**src/rtl/nibble_adder_pkg.sv**
```systemverilog
// Shared types and constants for the nibble-serial adder slice.
package nibble_adder_pkg;

    localparam int unsigned NIBBLE_W = 4;

    typedef enum logic [1:0] {
        IDLE,
        ADD,
        DONE
    } nas_state_t;

endpackage

```
**src/rtl/FourBitParallelAdder.sv**
```systemverilog
// Shared 4-bit ripple datapath: {Carry, Sum} = A + B + Cin.
module FourBitParallelAdder (
    output logic [3:0] Sum,
    output logic       Carry,
    input  logic [3:0] A,
    input  logic [3:0] B,
    input  logic       Cin
);

    assign {Carry, Sum} = {1'b0, A} + {1'b0, B} + {4'b0000, Cin};

endmodule

```
**src/rtl/nibble_serial_adder_ctrl.sv**
```systemverilog
// Wide adder built by stepping one 4-bit adder across the operands, LSB nibble first,
// with valid/ready handshakes on both the operand and the result side.
module nibble_serial_adder_ctrl
    import nibble_adder_pkg::*;
#(
    parameter int unsigned NIBBLES = 4
) (
    input  logic                    clk,
    input  logic                    rst_n,
    input  logic                    in_valid,
    output logic                    in_ready,
    input  logic [4*NIBBLES-1:0]    a,
    input  logic [4*NIBBLES-1:0]    b,
    input  logic                    cin,
    output logic                    out_valid,
    input  logic                    out_ready,
    output logic [4*NIBBLES-1:0]    sum,
    output logic                    cout
);

    localparam int unsigned W  = NIBBLE_W * NIBBLES;
    localparam int unsigned CW = $clog2(NIBBLES) + 1;
    localparam logic [CW-1:0] LAST = CW'(NIBBLES - 1);

    nas_state_t          state_q, state_d;
    logic [CW-1:0]       cnt_q, cnt_d;
    logic [W-1:0]        a_q, a_d;
    logic [W-1:0]        b_q, b_d;
    logic [W-1:0]        sum_q, sum_d;
    logic                carry_q, carry_d;
    logic                cout_q, cout_d;

    logic [NIBBLE_W-1:0] add_a, add_b, add_sum;
    logic                add_carry;

    // Select the active nibble with a compare-per-slice mux to keep index widths exact.
    always_comb begin
        add_a = '0;
        add_b = '0;
        for (int i = 0; i < int'(NIBBLES); i++) begin
            if (cnt_q == CW'(i)) begin
                add_a = a_q[i*NIBBLE_W +: NIBBLE_W];
                add_b = b_q[i*NIBBLE_W +: NIBBLE_W];
            end
        end
    end

    FourBitParallelAdder u_adder (add_sum, add_carry, add_a, add_b, carry_q);

    always_comb begin
        state_d = state_q;
        cnt_d   = cnt_q;
        a_d     = a_q;
        b_d     = b_q;
        sum_d   = sum_q;
        carry_d = carry_q;
        cout_d  = cout_q;
        unique case (state_q)
            IDLE: begin
                if (in_valid) begin
                    a_d     = a;
                    b_d     = b;
                    carry_d = cin;
                    sum_d   = '0;
                    cnt_d   = '0;
                    state_d = ADD;
                end
            end
            ADD: begin
                for (int i = 0; i < int'(NIBBLES); i++) begin
                    if (cnt_q == CW'(i)) begin
                        sum_d[i*NIBBLE_W +: NIBBLE_W] = add_sum;
                    end
                end
                carry_d = add_carry;
                cnt_d   = cnt_q + 1'b1;
                if (cnt_q == LAST) begin
                    cout_d  = add_carry;
                    state_d = DONE;
                end
            end
            DONE: begin
                if (out_ready) begin
                    state_d = IDLE;
                end
            end
            default: state_d = IDLE;
        endcase
    end

    always_ff @(posedge clk) begin
        if (!rst_n) begin
            state_q <= IDLE;
            cnt_q   <= '0;
            a_q     <= '0;
            b_q     <= '0;
            sum_q   <= '0;
            carry_q <= 1'b0;
            cout_q  <= 1'b0;
        end else begin
            state_q <= state_d;
            cnt_q   <= cnt_d;
            a_q     <= a_d;
            b_q     <= b_d;
            sum_q   <= sum_d;
            carry_q <= carry_d;
            cout_q  <= cout_d;
        end
    end

    assign in_ready  = (state_q == IDLE) && rst_n;
    assign out_valid = (state_q == DONE);
    assign sum       = sum_q;
    assign cout      = cout_q;

endmodule
```
**config.mk**
```make
export PLATFORM = sky130hd
export DESIGN_NAME = nibble_serial_adder_ctrl
export DESIGN_NICKNAME = d
export VERILOG_FILES = /design/src/rtl/nibble_adder_pkg.sv /design/src/rtl/FourBitParallelAdder.sv /design/src/rtl/nibble_serial_adder_ctrl.sv
export SDC_FILE = /design/constraint.sdc
export NUM_CORES = 1
export LEC_CHECK = 0
export BUFFER_PORTS_ARGS = -buffer_cell sky130_fd_sc_hd__buf_2
export CAP_MARGIN = 20
export CORE_ASPECT_RATIO = 0.6
export CORE_UTILIZATION = 37
export CTS_CLUSTER_DIAMETER = 80
export CTS_CLUSTER_SIZE = 20
export DETAILED_ROUTE_END_ITERATION = 6
export SYNTH_ARGS = -nofsm -noshare
export SYNTH_HDL_FRONTEND = slang
export SYNTH_HIERARCHICAL = 1
export SYNTH_SLANG_ARGS = --single-unit
```
**constraint.sdc**
```tcl
create_clock -name clk -period 7.6 [get_ports clk]
set_input_delay 0 -clock clk [delete_from_list [all_inputs] [get_ports clk]]
set_output_delay 0 -clock clk [all_outputs]
set_load 0.03 [all_outputs]
```
## After elaboration in Yosys (flattened, before gate mapping)

Index checks and enable logic that the tools add are counted.

- Reductions and logical operators: 12
- Muxes and demuxes: 22
- Equality and inequality tests: 11
- $add $sub $neg: 3

Operators with widths:

| cell | count |
|---|---|
| 4-bit 2-to-1 mux | 12 |
| 16-bit case mux with 2 select lines | 1 |
| 16-bit 2-to-1 mux | 1 |
| 3-bit AND reduction | 5 |
| 2-bit != test, second input constant | 5 |
| 3-bit by 2-bit == test with 1-bit output, second input constant | 2 |
| 2-bit 2-to-1 mux | 3 |
| 2-bit case mux with 3 select lines | 1 |
| 3-bit case mux with 2 select lines | 1 |
| 2-bit AND reduction | 3 |
| 4-bit by 4-bit adder with 5-bit output | 1 |
| 5-bit by 1-bit adder with 5-bit output | 1 |
| 3-bit by 1-bit adder with 3-bit output, second input constant | 1 |
| 3-bit by 1-bit == test with 1-bit output, second input constant | 1 |
| 3-bit zero test | 1 |
| 3-bit 2-to-1 mux | 1 |
| 2-bit by 1-bit == test with 1-bit output, second input constant | 1 |
| 2-bit == test, second input constant | 1 |
| 2-bit zero test | 1 |
| 2-bit by 1-bit != test with 1-bit output, second input constant | 1 |
| 1-bit case mux with 2 select lines | 1 |
| 2-bit nonzero test | 1 |
| 1-bit logical AND | 1 |
| 1-bit 2-to-1 mux | 1 |

- Output and inout port bits: 19
- Register bits: 55
- Logic and storage cells: 58

## Longest topological paths before layout

Gate-level depths: netlist of the first run.

- Word-level depth: 9
- Mapped depth: 15
- Gate-level depth less buffers: 13

## Modules after synthesis

Netlist of the first run, hierarchy kept.

Modules (own cells, without submodules):

| module | cells each | area an instance (µm²) | seq. area each (µm²) | instances |
|---|---|---|---|---|
| nibble_serial_adder_ctrl | 288 | 2451.1 | 1101.1 | 1 |
| FourBitParallelAdder | 16 | 143.9 | 0.0 | 1 |

## Least setup slack after synthesis of the first run

No wires, ideal clock.

- Kind: flip-flop to flip-flop
- Start: reg cnt_q[0]
- End: reg carry_q
- Period minus slack after synthesis: 2.606 ns
- Arrival time: 2.482 ns
- Stages on the path, launching flop included: 15
- Path slack: 4.994 ns
- Path buffers: 1
- Library setup time: 0.125 ns
- Cell sequence: dfxtp_1 > inv_1 > ha_1 > buf_2 > a21oi_1 > o21ai_0 > a32o_1 > fa_1 > inv_1 > fa_1 > nor2b_1 > o21ai_0 > nand2b_1 > a22oi_1 > a21boi_0

- Word-level cells in the longest chain between the ends: 8

Ends and longest elaborated chain:

| item | RTL line | source |
|---|---|---|
| from (decl) | nibble_serial_adder_ctrl.sv:26 | `logic [CW-1:0] cnt_q, cnt_d;` |
| from (signal assigned) | nibble_serial_adder_ctrl.sv:102 | `cnt_q <= cnt_d;` |
| 3-bit zero test | nibble_serial_adder_ctrl.sv:41 | `if (cnt_q == CW'(i)) begin` |
| 4-bit 2-to-1 mux (3 in series) | nibble_serial_adder_ctrl.sv:41 |  |
| 4-bit 2-to-1 mux (*) | nibble_serial_adder_ctrl.sv:41 |  |
| net add_a[0] | nibble_serial_adder_ctrl.sv:33 | `logic [NIBBLE_W-1:0] add_a, add_b, add_sum;` |
| 4-bit by 4-bit adder with 5-bit output (*) | FourBitParallelAdder.sv:10 | `assign {Carry, Sum} = {1'b0, A} + {1'b0, B} + {4'b0000, Cin};` |
| 5-bit by 1-bit adder with 5-bit output (*) | FourBitParallelAdder.sv:10 |  |
| net add_carry | nibble_serial_adder_ctrl.sv:34 | `logic add_carry;` |
| 1-bit case mux with 2 select lines (*) | nibble_serial_adder_ctrl.sv:58 | `unique case (state_q)` |
| to (signal assigned) | nibble_serial_adder_ctrl.sv:106 | `carry_q <= carry_d;` |
| to (decl) | nibble_serial_adder_ctrl.sv:30 | `logic carry_q, carry_d;` |

The timed path passes the listed nets; every way through them passes the cells marked *.
A chain may end at the register's enable or synchronous reset.

## Final worst setup path of the first run

- Start: reg cnt_q[0]
- End: reg cout_q, in the netlist cout

- Word-level cells in the longest chain between the ends: 7

Ends and longest elaborated chain:

| item | RTL line | source |
|---|---|---|
| 3-bit zero test | nibble_serial_adder_ctrl.sv:41 |  |
| 4-bit 2-to-1 mux (3 in series) | nibble_serial_adder_ctrl.sv:41 |  |
| 4-bit 2-to-1 mux (*) | nibble_serial_adder_ctrl.sv:41 |  |
| net add_a[0] | nibble_serial_adder_ctrl.sv:33 |  |
| 4-bit by 4-bit adder with 5-bit output (*) | FourBitParallelAdder.sv:10 |  |
| 5-bit by 1-bit adder with 5-bit output (*) | FourBitParallelAdder.sv:10 |  |
| net add_carry | nibble_serial_adder_ctrl.sv:34 |  |
| to (signal assigned) | nibble_serial_adder_ctrl.sv:107 | `cout_q <= cout_d;` |
| to (decl) | nibble_serial_adder_ctrl.sv:31 | `logic cout_q, cout_d;` |

Marks and branches as above.

==> results.ini, run 1 <==
[route]
ant_nets = 0
viasPerCell = 4.89
vias = 2289
drc_errors = 0
routed_wirelength_mm = 6.34
drtPass1Iterations = 4
drt-initial-drc-count = 177
wl_per_cell_um = 13.5

[cells_and_area]
diodes = 0
utilization_pct = 50.3
finalNetCount = 427
nFillCells = 675
drive_gt1_share_pct = 18.4
area_growth_pct = 30.5
post-route-cell-area_sq_um = 3390

[clock_network]
clk_latency_ns = 0.29
htreeDepth = 2
post_cts_buffers = 0
cts_root_buf = clkbuf_16
cts_tree = done
clkSlewWorstSetupHoldPaths_ns = 0.07
cts_sinks = 55
clk_path_buf_depth = 2
cts_inserted_buffers = 5

[global_route]
grt-ovfl-total = 0
met1_usage_pct = 29.6
grt_pass1_wl_mm = 10.6
grt_util_all_layers_pct = 19.0
grt_pass1_vias = 2149
antenna_found_initial = 0
global_route.usage.met2_pct = 26.5
grtUsageMet3_pct = 3.91
grt_max_degree = 61
grt.busiest_layer = met1

[synth]
yosys_warnings = 6
synth_top_area_share_pct = 42.4
synthMuxAreaShare_pct = 0.386
synth-seq-area-share_pct = 42.4
avgSynthCellArea_sq_um = 8.54
synth_edf_count = 0
synth_fp_nets = 351
synth-seq-cells = 55
synth-xor-area-share_pct = 0.675
synthAdderAreaFrac_pct = 5.40
synth.distinct_cells = 32
synth_flop_cell = dfxtp_1
synth_most_common_cell = nand2_1
yosys.area.top_type = dfxtp_1
netlist_area_sq_um = 2590
synth_area_leaders = dfxtp_1 42%, nand2_1 14%, a21boi_1 8.7%, ha_1 3.9%, o22ai_1 3.9%
synth_top_family_by_area = simple AND/OR/NAND/NOR gates
yosys-top-cells-count = 94 x nand2_1, 55 x dfxtp_1, 30 x a21boi_1, 16 x o22ai_1, 11 x nand2b_1
synth_compound_area_share_pct = 22.4
synth-simple-area-share_pct = 22.7
syn_inst = 304
async_flop_share_pct = 0

[power_and_ir_drop]
power_switching_mw = 0.168
leakage_nw = 1.38
cell_internal_pwr_mw = 0.538
switching_share_pct = 23.8
irDropWorstVdd_uv = 91.9
clockPowerShare_pct = 41.4
p_total_mw = 0.706
p_seq_share_pct = 44.1
pwr_density_cell_nw_per_um2 = 209
combPwrFrac_pct = 14.5

[timing]
worst_slew_pin_slew_ns = 0.915
rsz0062_at_grt = false
slew-limit-headroom_pct = 39.0
finalClockSkew_ns = 0.00651
setup_violations = 0
hold_viol = 0
whs_ns = 0.0488
fmax_mhz = 335
setup-tns-final_ns = 0
period_needed_ns = 2.99
slew_violations = 0
layout_worst_path_cycle_share_pct = 39.3

[die]
fp.dieH_um = 66.9
die_w_um = 110
fp-row-count = 23
core_sq_um = 6730
ios = 56
initial_core_util_pct = 38.5
die_area_sq_um = 7360

[status]
outcome = completed

[placement]
place.gp.congestion = 0.793
portBuffers = 55
hpwlAfterDp_mm = 4.28
dpl_cell_area_sq_um = 2860

[min_path]
min_path_type = in2reg

[worst_setup_path]
crit_type = reg2reg
critPathLaunchType = register
endpoint_kind = register
worst_ep_required_time_ns = 7.82
arrival_ns = 3.21
cp_max_fo = 12

[job]
cap_violations = 0

[area by class of cell]
type / count / area, sq um / share of cell area [%]
clock buffer: 5 / 125 / 3.69
inverter: 7 / 26.3 / 0.776
sequential: 55 / 1100 / 32.5
clock inverter: 3 / 67.6 / 1.99
multi-input combinational: 221 / 1340 / 39.5
tap: 87 / 109 / 3.21
timing repair buffer: 90 / 621 / 18.3
[kinds of logic after synthesis]
| group | after synthesis |
|---|---|
| compound gates | 83 |
| xor+xnor | 2 |
| fa+ha+maj | 10 |
| buf+inv | 28 |
| flops | 55 |
| mux | 1 |
| simple gates | 125 |
[metal layers]
layer | routed length, um | up-vias
li1 | - | 1179
met1 | 3520 | 1055
met2 | 2460 | 53
met3 | 346 | 2
met4 | 10 | 0
met5 | 0 | -
[cells in the final DEF, fill, tap and decap left out]
master,instances
ha_1,8
buf_4,2
nand3_1,2
a2bb2oi_1,1
a21oi_2,1
nand2_4,3
clkinvlp_4,1
dlygate4sd3_1,33
o22ai_1,16
or3b_1,1
mux2i_1,1
a21boi_1,30
dfxtp_1,55
a21boi_0,5
a21oi_1,8
a22oi_1,2
o21ai_0,10
a32o_1,8
nand3b_1,1
bufinv_16,2
fa_1,2
and2_1,1
buf_2,55
nor3b_1,1
nor2_1,1
inv_1,7
nand2b_1,11
nor3b_4,1
nand4bb_1,3
clkbuf_16,5
o21bai_1,1
a21o_1,1
xnor2_1,2
nand2_1,94
nor2b_1,6
[worst max-delay path, cell delays in order (launching register included)]
cell      delay (ns)
dfxtp_1         0.35
ha_1            0.21
ha_1            0.33
nor2_1          0.50
a32o_1          0.29
fa_1            0.21
inv_1           0.06
fa_1            0.40
nor2b_1         0.13
o21ai_0         0.08
nand2b_1        0.10
nand3_1         0.08
a21boi_0        0.17
[worst paths after layout]
kind	slack, ns	cells past startpoint	end	from
max	4.61	12	cout	cnt_q[0]
min	0.05	3	carry_q	cin
max reg2reg	4.61	12	cout	cnt_q[0]
min reg2reg	0.46	2	a_q[11]	a_q[11]
[registers in the layout (all words and copies together), names as in the netlist]
| signal | flops |
|---|---|
| sum | 16 |
| carry_q | 1 |
| state_q | 2 |
| cout | 1 |
| b_q | 16 |
| cnt_q | 3 |
| a_q | 16 |
[metrics by stage]
stage,setup WS [ns],instances
3_5_place_dp,4.65,427
2_1_floorplan,4.99,304
4_1_cts,4.65,468
5_1_grt,4.33,468
3_3_place_gp,4.83,427
6_report,4.61,468
[power by group through the flow]
stage          combinational (mW)  sequential [mW]  clock [mW]
2_1_floorplan              0.0663            0.316           0
3_3_place_gp               0.0884            0.318           0
3_5_place_dp               0.0898            0.318           0
4_1_cts                     0.103            0.311       0.298
5_1_grt                     0.115            0.313       0.311
6_report                    0.102            0.311       0.293
[repair_timing]
item | in CTS | in global routing
resized for setup | 0 | 0
hold buffers | 33 | 0
hold endpoints to repair | 33 | 0
(Power assumes the default switching activity.)
==> run 2, diff against run 1 <==
Clock period 7.6 ns to 3 ns, I/O delays scaled along.
==> results.ini, run 2 (synthesis results as in run 1) <==
[status]
outcome = completed

[clock_network]
clkSlewWorstSetupHoldPaths_ns = 0.06
htreeDepth = 2
clk_path_buf_depth = 2
clk_latency_ns = 0.29
cts_inserted_buffers = 5
cts_tree = done
cts_sinks = 55
cts_root_buf = clkbuf_16

[power_and_ir_drop]
pwr_density_cell_nw_per_um2 = 478
irDropWorstVdd_uv = 342
p_seq_share_pct = 49.0
leakage_nw = 1.37
clockPowerShare_pct = 34.7
combPwrFrac_pct = 16.3
cell_internal_pwr_mw = 1.20
switching_share_pct = 25.8
power_switching_mw = 0.416

[timing]
rsz0062_at_grt = false
slew_violations = 0
setup_violations = 0
worst_slew_pin_slew_ns = 0.740
fmax_mhz = 368
setup-tns-final_ns = 0
period_needed_ns = 2.71
layout_worst_path_cycle_share_pct = 90.5
slew-limit-headroom_pct = 50.6
whs_ns = 0.0682
finalClockSkew_ns = 0.00376
hold_viol = 0

[min_path]
min_path_type = in2reg
holdCritStartpoint = cin

[route]
drc_errors = 0
viasPerCell = 4.88
vias = 2301
drtPass1Iterations = 4
routed_wirelength_mm = 6.38
wl_per_cell_um = 13.5
ant_nets = 0
drt-initial-drc-count = 146

[global_route]
grt-ovfl-total = 0
grt_util_all_layers_pct = 18.9
antenna_found_initial = 0
grt_pass1_vias = 2126
grt_pass1_wl_mm = 10.4
grt_max_degree = 35

[cells_and_area]
diodes = 0
area_growth_pct = 29.9
mostFrequentLayoutCells = 94 x nand2_1, 55 x dfxtp_1, 55 x buf_2, 33 x dlygate4sd3_1, 30 x a21boi_1
finalNetCount = 431
drive_gt1_share_pct = 19.5
post-route-cell-area_sq_um = 3370
final_common_cell = nand2_1

[worst_setup_path]
cp_max_fo = 17
r2r_setup_slack_ns = 0.29
crit_buf_inv = 2
crit_family = compound AO/OA/AOI/OAI gates
crit_start = cnt_q[0]
crit_chain = inv_1 > ha_2 > a21oi_1 > o21ai_0 > a32o_1 > fa_1 > inv_1 > fa_1 > nor2b_1 > o21ai_0 > nand2b_1 > a22oi_1 > a21boi_0
worst_ep_required_time_ns = 3.17
critPathLaunchType = register
crit_type = reg2reg
slowest_delay_ns = 0.45
arrival_ns = 2.89
critPathSlowestCell = fa_1
r2r_start = cnt_q[0]
endpoint_kind = register

[die]
die_area_sq_um = 7360
ios = 56
initial_core_util_pct = 38.5
fp.dieH_um = 66.9
fp-row-count = 23
die_w_um = 110
core_sq_um = 6730

[placement]
dpl_cell_area_sq_um = 2890
place.gp.congestion = 0.869
portBuffers = 55
hpwlAfterDp_mm = 4.50

[job]
cap_violations = 0

-- run 2: cell types whose count changed in the layout (fill, tap and decap cells not counted), sizes merged --
cell	change
buf	+4
bufinv	-2
clkbuf	+1
clkinv	+1
-- run 2: power by group through the flow --
stage / clock [mW] / combinational (mW) / sequential (mW)
floorplan: 0 / 0.168 / 0.802
global placement: 0 / 0.224 / 0.806
detailed placement: 0 / 0.229 / 0.806
CTS: 0.573 / 0.262 / 0.789
global route: 0.601 / 0.294 / 0.793
finish: 0.560 / 0.263 / 0.790
-- run 2: timing repair --
item	in CTS	in global routing
buffers inserted	0	0
hold buffers	33	0
endpoints found under the hold margin	33	0
gates resized for setup	0	2
endpoints found under the setup margin	0	5
-- run 2: worst min-delay path: cells and delay by family --
| kind | cells | cell delay (ns) |
|---|---|---|
| buf+inv | 1 | 0.08 |
| compound gates | 2 | 0.23 |
-- run 2: worst paths after layout --
check	end	cells past startpoint
worst min register to register	b_q[10]	2
worst max register to register	carry_q	13
worst max-delay path	carry_q	13
worst min-delay path	carry_q	3
-- run 2: routing by layer --
layer	global-route usage [%]	wire length, um
met2	27.0	2420
met5	0	0
met3	4.11	300
met1	28.5	3610
met4	4.44	51
-- run 2: area by class of cell --
class,instances,area [sq um]
Inverter,7,26.3
Sequential cell,55,1100
Clock inverter,2,12.5
Clock buffer,6,129
Timing Repair Buffer,94,651
Multi-Input combinational cell,221,1340
Fill cell,659,3360
Tap cell,87,109
-- run 2: per-stage QoR --
step                      setup WS (ns)  util (%)  cells  power (mW)
after CTS                         0.142      50.0    472        1.62
final                             0.285      50.1    472        1.61
after global placement            0.257      43.0    431        1.03
after floorplan                   0.394         -    304       0.970
after detailed placement          0.152      43.0    431        1.03
after global routing             0.0927      50.1    472        1.69
